### config.mk
export PLATFORM = sky130hd
export DESIGN_NAME = connect_branch_flat
export DESIGN_NICKNAME = d
export VERILOG_FILES = /design/src/rtl/connect_branch_pkg.sv /design/src/rtl/connect_branch_if.sv /design/src/rtl/connect_branch_slot.sv /design/src/rtl/connect_branch.sv /design/src/flat_wrapper.sv
export SDC_FILE = /design/constraint.sdc
export NUM_CORES = 1
export LEC_CHECK = 0
export BUFFER_PORTS_ARGS = -buffer_cell sky130_fd_sc_hd__buf_2
export CAP_MARGIN = 20
export CORE_MARGIN = 2
export CORE_UTILIZATION = 35
export DETAILED_ROUTE_END_ITERATION = 12
export GPL_ROUTABILITY_DRIVEN = 0
export PLACE_DENSITY_LB_ADDON = 0.1
export SETUP_SLACK_MARGIN = 0.4
export SLEW_MARGIN = 20
export SYNTH_ARGS = -nofsm -noshare
export SYNTH_HDL_FRONTEND = slang
export SYNTH_SLANG_ARGS = --single-unit
### constraint.sdc
create_clock -name CLK -period 3.1 [get_ports CLK]
set_input_delay 0.62 -clock CLK [delete_from_list [all_inputs] [get_ports CLK]]
set_output_delay 0.62 -clock CLK [all_outputs]
set_load 0.01 [all_outputs]
### src/rtl/connect_branch_pkg.sv
// connect_branch_pkg: destination-field helpers shared by the stream splitter and its producers.
`default_nettype none
package connect_branch_pkg;

    // Destination index is valid only when it names an existing output channel.
    function automatic logic dest_in_range(input int unsigned dest, input int unsigned num);
        return (dest < num);
    endfunction

    function automatic logic connect_num_ok(input int unsigned num, input int unsigned dest_width);
        return (num >= 2) && ((64'd1 << dest_width) >= 64'(num));
    endfunction

endpackage
`default_nettype wire

### src/rtl/connect_branch_if.sv
// connect_branch_if: one input stream, CONNECT_NUM output streams and the drop flag.
`default_nettype none
interface connect_branch_if #(
    parameter int DATA_WIDTH  = 32,
    parameter int CONNECT_NUM = 3
);
    logic                              RECEIVE_VALID;
    logic [DATA_WIDTH-1:0]             RECEIVE_DATA;
    logic                              RECEIVE_READY;
    logic [CONNECT_NUM-1:0]            SEND_VALID;
    logic [DATA_WIDTH*CONNECT_NUM-1:0] SEND_DATA;
    logic [CONNECT_NUM-1:0]            SEND_READY;
    logic                              DROP_ERROR;

    modport master (
        output RECEIVE_VALID, RECEIVE_DATA, SEND_READY,
        input  RECEIVE_READY, SEND_VALID, SEND_DATA, DROP_ERROR
    );

    modport slave (
        input  RECEIVE_VALID, RECEIVE_DATA, SEND_READY,
        output RECEIVE_READY, SEND_VALID, SEND_DATA, DROP_ERROR
    );
endinterface
`default_nettype wire

### src/rtl/connect_branch_slot.sv
// connect_branch_slot: one-entry register slice with pass-through on drain.
`default_nettype none
module connect_branch_slot #(
    parameter int DATA_WIDTH = 32
) (
    input  wire logic                  CLK,
    input  wire logic                  RST_N,
    input  wire logic                  load_i,
    input  wire logic [DATA_WIDTH-1:0] data_i,
    input  wire logic                  ready_i,
    output logic                       can_take_o,
    output logic                       full_o,
    output logic [DATA_WIDTH-1:0]      data_o
);
    logic                  full_q, full_d;
    logic [DATA_WIDTH-1:0] data_q, data_d;

    always_ff @(posedge CLK or negedge RST_N) begin
        if (!RST_N) begin
            full_q <= 1'b0;
            data_q <= '0;
        end else begin
            full_q <= full_d;
            data_q <= data_d;
        end
    end

    // A load wins over a drain, so a same-cycle load+drain keeps the slot full.
    always_comb begin
        full_d = full_q;
        data_d = data_q;
        if (load_i) begin
            full_d = 1'b1;
            data_d = data_i;
        end else if (full_q && ready_i) begin
            full_d = 1'b0;
        end
    end

    assign can_take_o = !full_q || ready_i;
    assign full_o     = full_q;
    assign data_o     = data_q;
endmodule
`default_nettype wire

### src/rtl/connect_branch.sv
// connect_branch: 1-to-N stream splitter steering each beat by its destination field.
`default_nettype none
module connect_branch
    import connect_branch_pkg::*;
#(
    parameter int DATA_WIDTH  = 32,
    parameter int CONNECT_NUM = 3,
    parameter int DEST_LSB    = 0,
    parameter int DEST_WIDTH  = 2
) (
    input  wire logic         CLK,
    input  wire logic         RST_N,
    connect_branch_if.slave   bus_if
);
    logic [DEST_WIDTH-1:0]  w_dest;
    logic                   w_in_range;
    logic                   w_sel_can_take;
    logic                   w_ready;
    logic [CONNECT_NUM-1:0] w_can_take;
    logic [CONNECT_NUM-1:0] w_load;
    logic                   drop_q, drop_d;

    assign w_dest     = bus_if.RECEIVE_DATA[DEST_LSB +: DEST_WIDTH];
    assign w_in_range = dest_in_range(32'(w_dest), CONNECT_NUM);

    // Ready mux is combinational from SEND_READY; out-of-range beats are always swallowed.
    always_comb begin
        w_sel_can_take = 1'b0;
        for (int i = 0; i < CONNECT_NUM; i++) begin
            if (w_dest == DEST_WIDTH'(i)) begin
                w_sel_can_take = w_can_take[i];
            end
        end
        w_ready = 1'b0;
        if (RST_N) begin
            w_ready = w_in_range ? w_sel_can_take : 1'b1;
        end
    end

    assign bus_if.RECEIVE_READY = w_ready;

    generate
        for (genvar g = 0; g < CONNECT_NUM; g++) begin : g_slot
            assign w_load[g] = bus_if.RECEIVE_VALID && w_ready && (w_dest == DEST_WIDTH'(g));

            connect_branch_slot #(
                .DATA_WIDTH (DATA_WIDTH)
            ) u_slot (
                .CLK        (CLK),
                .RST_N      (RST_N),
                .load_i     (w_load[g]),
                .data_i     (bus_if.RECEIVE_DATA),
                .ready_i    (bus_if.SEND_READY[g]),
                .can_take_o (w_can_take[g]),
                .full_o     (bus_if.SEND_VALID[g]),
                .data_o     (bus_if.SEND_DATA[DATA_WIDTH*(g+1)-1 -: DATA_WIDTH])
            );
        end
    endgenerate

    always_comb begin
        drop_d = drop_q;
        if (bus_if.RECEIVE_VALID && w_ready && !w_in_range) begin
            drop_d = 1'b1;
        end
    end

    always_ff @(posedge CLK or negedge RST_N) begin
        if (!RST_N) begin
            drop_q <= 1'b0;
        end else begin
            drop_q <= drop_d;
        end
    end

    assign bus_if.DROP_ERROR = drop_q;
endmodule
`default_nettype wire

### src/flat_wrapper.sv
// flat-port wrapper written by rule: the top's interface ports become plain ports
module connect_branch_flat import connect_branch_pkg::*;
#(
    parameter int DATA_WIDTH  = 32,
    parameter int CONNECT_NUM = 3,
    parameter int DEST_LSB    = 0,
    parameter int DEST_WIDTH  = 2
)
  (CLK, RST_N, bus_if_RECEIVE_VALID, bus_if_RECEIVE_DATA, bus_if_SEND_READY, bus_if_RECEIVE_READY, bus_if_SEND_VALID, bus_if_SEND_DATA, bus_if_DROP_ERROR);
  connect_branch_if #(.DATA_WIDTH(DATA_WIDTH), .CONNECT_NUM(CONNECT_NUM)) bus_if_i ();
  input  wire logic CLK;
  input  wire logic RST_N;
  input wire logic [$bits(bus_if_i.RECEIVE_VALID)-1:0] bus_if_RECEIVE_VALID;
  input wire logic [$bits(bus_if_i.RECEIVE_DATA)-1:0] bus_if_RECEIVE_DATA;
  input wire logic [$bits(bus_if_i.SEND_READY)-1:0] bus_if_SEND_READY;
  output wire logic [$bits(bus_if_i.RECEIVE_READY)-1:0] bus_if_RECEIVE_READY;
  output wire logic [$bits(bus_if_i.SEND_VALID)-1:0] bus_if_SEND_VALID;
  output wire logic [$bits(bus_if_i.SEND_DATA)-1:0] bus_if_SEND_DATA;
  output wire logic [$bits(bus_if_i.DROP_ERROR)-1:0] bus_if_DROP_ERROR;
  assign bus_if_i.RECEIVE_VALID = bus_if_RECEIVE_VALID;
  assign bus_if_i.RECEIVE_DATA = bus_if_RECEIVE_DATA;
  assign bus_if_i.SEND_READY = bus_if_SEND_READY;
  assign bus_if_RECEIVE_READY = bus_if_i.RECEIVE_READY;
  assign bus_if_SEND_VALID = bus_if_i.SEND_VALID;
  assign bus_if_SEND_DATA = bus_if_i.SEND_DATA;
  assign bus_if_DROP_ERROR = bus_if_i.DROP_ERROR;
  connect_branch #(.DATA_WIDTH(DATA_WIDTH), .CONNECT_NUM(CONNECT_NUM), .DEST_LSB(DEST_LSB), .DEST_WIDTH(DEST_WIDTH)) u_core (.CLK(CLK), .RST_N(RST_N), .bus_if(bus_if_i));
endmodule
# After elaboration in Yosys (flattened, before gate mapping)
# Cells that the tools add are included.
# W data, S select, Z words.
word_totals:
  regBits: 100
  input_bits: 38
  out_inout_bits: 101
  elab_cells: 40
op_classes:
  order_cmp: 1
  n_eq_ne: 2
  n_mux: 11
  reduce_logical: 19
op_table:
  columns: ["cell", "n"]
  rows:
  - ["$mux W1", 11]
  - ["$logic_and A1 B1 Y1", 8]
  - ["$reduce_bool A2 Y1", 3]
  - ["$logic_not A1 Y1", 4]
  - ["$logic_or A1 B1 Y1", 3]
  - ["$eq A2 B1 Y1 const B", 1]
  - ["$eq A2 B2 Y1 const B", 1]
  - ["$logic_not A2 Y1", 1]
  - ["$lt A2 B2 Y1 const B", 1]

# Depth between registers and ports, before layout
logic_depth:
  word_depth: 10
  ltp_mapped: 5
  mapped_depth_nobuf: 3

# Hierarchy
# Synthesis repeated with hierarchy kept, for this count alone.
unflattened:
  cells_unflattened: 224
  area_unflattened_um2: 4237.8
by_module_without_submodules:
  columns: ["mod", "n_inst", "cells_per_inst", "area_per_inst_um2", "seq_area_each_um2"]
  rows:
  - ["connect_branch_slot", 3, 71, 1378.8, 825.8]
  - ["connect_branch", 1, 11, 101.3, 25.0]

# Worst setup path before layout
# No wires, ideal clock.
synth_path:
  kind: "input to output"
  start: "in bus_if_SEND_READY[2]"
  end: "out bus_if_RECEIVE_READY"
  t_arrival_ns: 1.248
  required_time_ns: 2.480
  setup_slack_ns: 1.232
  cell_stages: 3
  path_buffers: 0
  cell_sequence: "nor2b_1 > mux2i_1 > o221a_2"
synth_between:
  elab_chain_cells: 4
synth_rtl:
  columns: ["item", "line_no", "rtl"]
  rows:
  - ["start, declared", "flat_wrapper.sv:15", "input wire logic [$bits(bus_if_i.SEND_READY)-1:0] bus_if_SEND_READY;"]
  - ["$logic_or A1 B1 Y1", "connect_branch_slot.sv:40", "assign can_take_o = !full_q || ready_i;"]
  - ["$mux W1", "connect_branch.sv:30", "if (w_dest == DEST_WIDTH'(i)) begin"]
  - ["$mux W1", "connect_branch.sv:36", "w_ready = w_in_range ? w_sel_can_take : 1'b1;"]
  - ["$mux W1", "connect_branch.sv:35", "if (RST_N) begin"]
  - ["end, declared", "flat_wrapper.sv:16", "output wire logic [$bits(bus_if_i.RECEIVE_READY)-1:0] bus_if_RECEIVE_READY;"]
# No other way between the ends.

# Worst setup path in the final report
layout_path:
  start: "reg u_core.g_slot[2].u_slot.full_q"
  end: "out bus_if_RECEIVE_READY"
layout_between:
  elab_chain_cells: 5
layout_rtl:
  columns: ["item", "line_no", "rtl"]
  rows:
  - ["start, declared", "connect_branch_slot.sv:15", "logic full_q, full_d;"]
  - ["start signal, assigned", "connect_branch_slot.sv:23", "full_q <= full_d;"]
  - ["$logic_not A1 Y1", "connect_branch_slot.sv:40", null]
  - ["$logic_or A1 B1 Y1", "connect_branch_slot.sv:40", null]
  - ["$mux W1", "connect_branch.sv:30", null]
  - ["$mux W1", "connect_branch.sv:36", null]
  - ["$mux W1", "connect_branch.sv:35", null]
# No other way between the ends.

==> metrics.md <==
| Metric | Value |
|---|---|
| Synth cell types | 18 |
| Max-cap viol count | 0 |
| Final setup skew | 10.77 ps |
| Full die area | 0.01180 sq mm |
| Syn Area/Cell | 17.17 sq um |
| CP Capture Type | output pin |
| Commonest non-fill, non-tap cell in the layout | buf_2 |
| Hold_buf cts | 0 |
| Clock Sinks | 100 |
| Status | finished clean |
| Mapped Area | 0.003830 sq mm |
| Launching element type of the critical path | register |
| Wl on met1 | 3.582 mm |
| Port bufs | 138 |
| Final Max Slew Viols | 0 |
| Largest family of logic cells by synthesized area | multiplexers |
| RSZ-0062 raised after global routing | false |
| Most frequent cells in the layout | buf_2, dfrtp_1, mux2_2, clkbuf_8, mux2_1 |
| PwrDens | 709.3 mW/mm^2 |
| Clock latency at the later pin of the worst-skew pair | 360 ps |
| Initial core utilization | 0.3564 |
| Compound-gate portion of the synthesized area | 0.005554 |
| Largest net degree at the start of global routing | 69 |
| Via count | 2343 |
| Gr usage total | 0.1486 |
| Worst vdd ir | 0.3189 mV |
| TritonCTS Buffers | 9 |
| Crit path kind | register to output pin |
| Initial DRC Count | 33 |
| Vias in the first global route | 2422 |
| Crit path DAT | 1600 ps |
| Fin util | 0.4528 |
| DIE HEIGHT | 108.6 microns |
| Per-cell routed wire length | 16.38 microns |
| Overflow after GRT | 0 |
| Met2 routed WL | 4.039 mm |
| Post-DP Area | 0.004624 sq mm |
| Cell Chain, Critical Path | nor2b_1 -> mux2i_1 -> o221a_2 -> buf_2 |
| CTS tree | built |
| Yosys synthesis warning count | 0 |
| Die width | 108.6 microns |
| Clock period minus worst slack | 2222 ps |
| Largest stage delay, worst path | 360 ps |
| WP buf/inv | 1 |
| Worst hold path class | primary input to async pin |
| Post-synthesis mux area share | 0.2712 |
| Setup TNS | 0 ps |
| Crit Path Max Fanout | 3 |
| Layout cells sized above 1 | 0.6748 |
| Post-route ant nets | 0 |
| Area Growth Syn to Fin | 27.05% |
| DR vias/cell | 4.594 |
| Setup Fix Bufs, Post-CTS | 0 |
| H-Tree Depth | 3 |
| Nets | 402 |
| Worst slew pin tran | 865.8 ps |
| Synth Area in XOR/XNOR | 0 |
| Synth Area in Adders | 0 |
| Post-Synth Simple-Gate Area | 0.03626 |
| Post-CTS Resized | 0 |
| First-pass iteration count of the detailed router | 4 |
| Row count | 38 |
| Register area share after synthesis | 0.6534 |
| Leakage | 2.375 nW |
| Kind of cell adding the most delay to the critical path | flip-flops |
| Final setup viols | 0 |
| First-pass GRT wire length | 13.06 mm |
| Syn_nets | 261 |
| Hpwl dp | 5.606 mm |
| Core Area | 0.01075 sq mm |
| Synthesis-stage register bit count | 100 |
| Met3 WL post-DR | 639 microns |
| Number of hold violations in the final report | 0 |
| Detailed Route WL | 8.355 mm |
| Crit share post-route | 0.7167 |
| Final Cell Area | 0.004866 sq mm |
| Highest Signal Layer | met4 |
| Stages on worst setup path | 4 |
| Gate Count Post-Synth | 223 |
| Rel. slew slack | 0.4228 |
| CTS clk-pin slew, worst paths | 90 ps |
| Antenna violations before repair | 0 |
| Critical Path Slowest Stage Cell | dfrtp_1 |
| Remaining DRCs | 0 |
| Reg2reg path depth | 4 |
| Bufs on Longest Clock Path | 2 |
| Ports | 139 |
| F_max | 450.1 MHz |
| CP required | 2480 ps |
| # fillers | 1009 |
| Clock root buffer | clkbuf_8 |
## where the power goes
| group | internal, mW | switching, mW |
|---|---|---|
| logic | 0.408 | 0.370 |
| clock network | 0.533 | 0.443 |
| registers | 1.57 | 0.125 |
## state kept, by name (all words and copies together) (netlist names)
signal                       count
u_core.g_slot.u_slot.full_o      3
u_core.bus_if.DROP_ERROR         1
u_core.g_slot.u_slot.data_o     96
## synthesized netlist by cell type
library cell,number,area [sq um]
mux2_2,79,889.6
mux2_4,4,60.06
nand4bb_1,1,11.26
mux2i_1,1,10.01
nor4b_4,1,23.77
a41o_1,1,10.01
buf_6,9,101.4
mux2_1,7,78.83
nand2b_1,3,18.77
nor2b_1,5,31.28
nor4_4,1,21.27
o221a_2,1,11.26
buf_4,3,22.52
and2_1,1,6.260
nand2_1,2,7.510
dfrtp_1,100,2502
buf_2,1,5.000
or2_2,3,18.77
## final timing paths
check / to / from / slack (ps)
setup / recovery: bus_if_RECEIVE_READY / u_core.g_slot[2].u_slot.full_o / 880
hold / removal: u_core.g_slot[2].u_slot.data_o[3] / RST_N / 300
setup reg to reg: u_core.g_slot[2].u_slot.data_o[24] / u_core.g_slot[2].u_slot.full_o / 1270
hold reg to reg: u_core.bus_if.DROP_ERROR / u_core.bus_if.DROP_ERROR / 470
max in group asynchronous: u_core.g_slot[2].u_slot.data_o[20] / RST_N / 1580
min in group CLK: u_core.bus_if.DROP_ERROR / u_core.bus_if.DROP_ERROR / 470
## per-stage QoR
| stage | hold WS [ps] | setup WS [ps] | total power [mW] | std cells |
|---|---|---|---|---|
| after floorplan | 324.4 | 1232 | 2.127 | 223 |
| after global placement | 448.2 | 891.8 | 2.506 | 493 |
| after detailed placement | 449.6 | 878.0 | 2.522 | 493 |
| after CTS | 287.7 | 829.6 | 3.511 | 509 |
| after global routing | 308.5 | 749.4 | 3.661 | 509 |
| final | 297.6 | 878.4 | 3.452 | 510 |
## kinds of logic after synthesis
| logic type | after synthesis |
|---|---|
| simple gates | 17 |
| compound gates | 2 |
| buf+inv | 13 |
| flops | 100 |
| mux | 91 |
## final cells by class
class | count | area [sq um] | area share
sequential | 100 | 2502 | 0.5143
clock buffer | 9 | 123.9 | 0.02546
clock inverter | 7 | 115.1 | 0.02366
multi-input combinational | 110 | 1204 | 0.2474
tap | 140 | 175.2 | 0.03600
timing repair buffer | 143 | 743.2 | 0.1527
antenna | 1 | 2.502 | 0.0005143
## routing by layer
metal / up-vias / track usage
li1: 1058 / -
met1: 1200 / 0.1845
met2: 77 / 0.2362
met3: 8 / 0.05606
met4: 0 / 0.05495
met5: - / 0
Power figures use the tool's default switching activity.
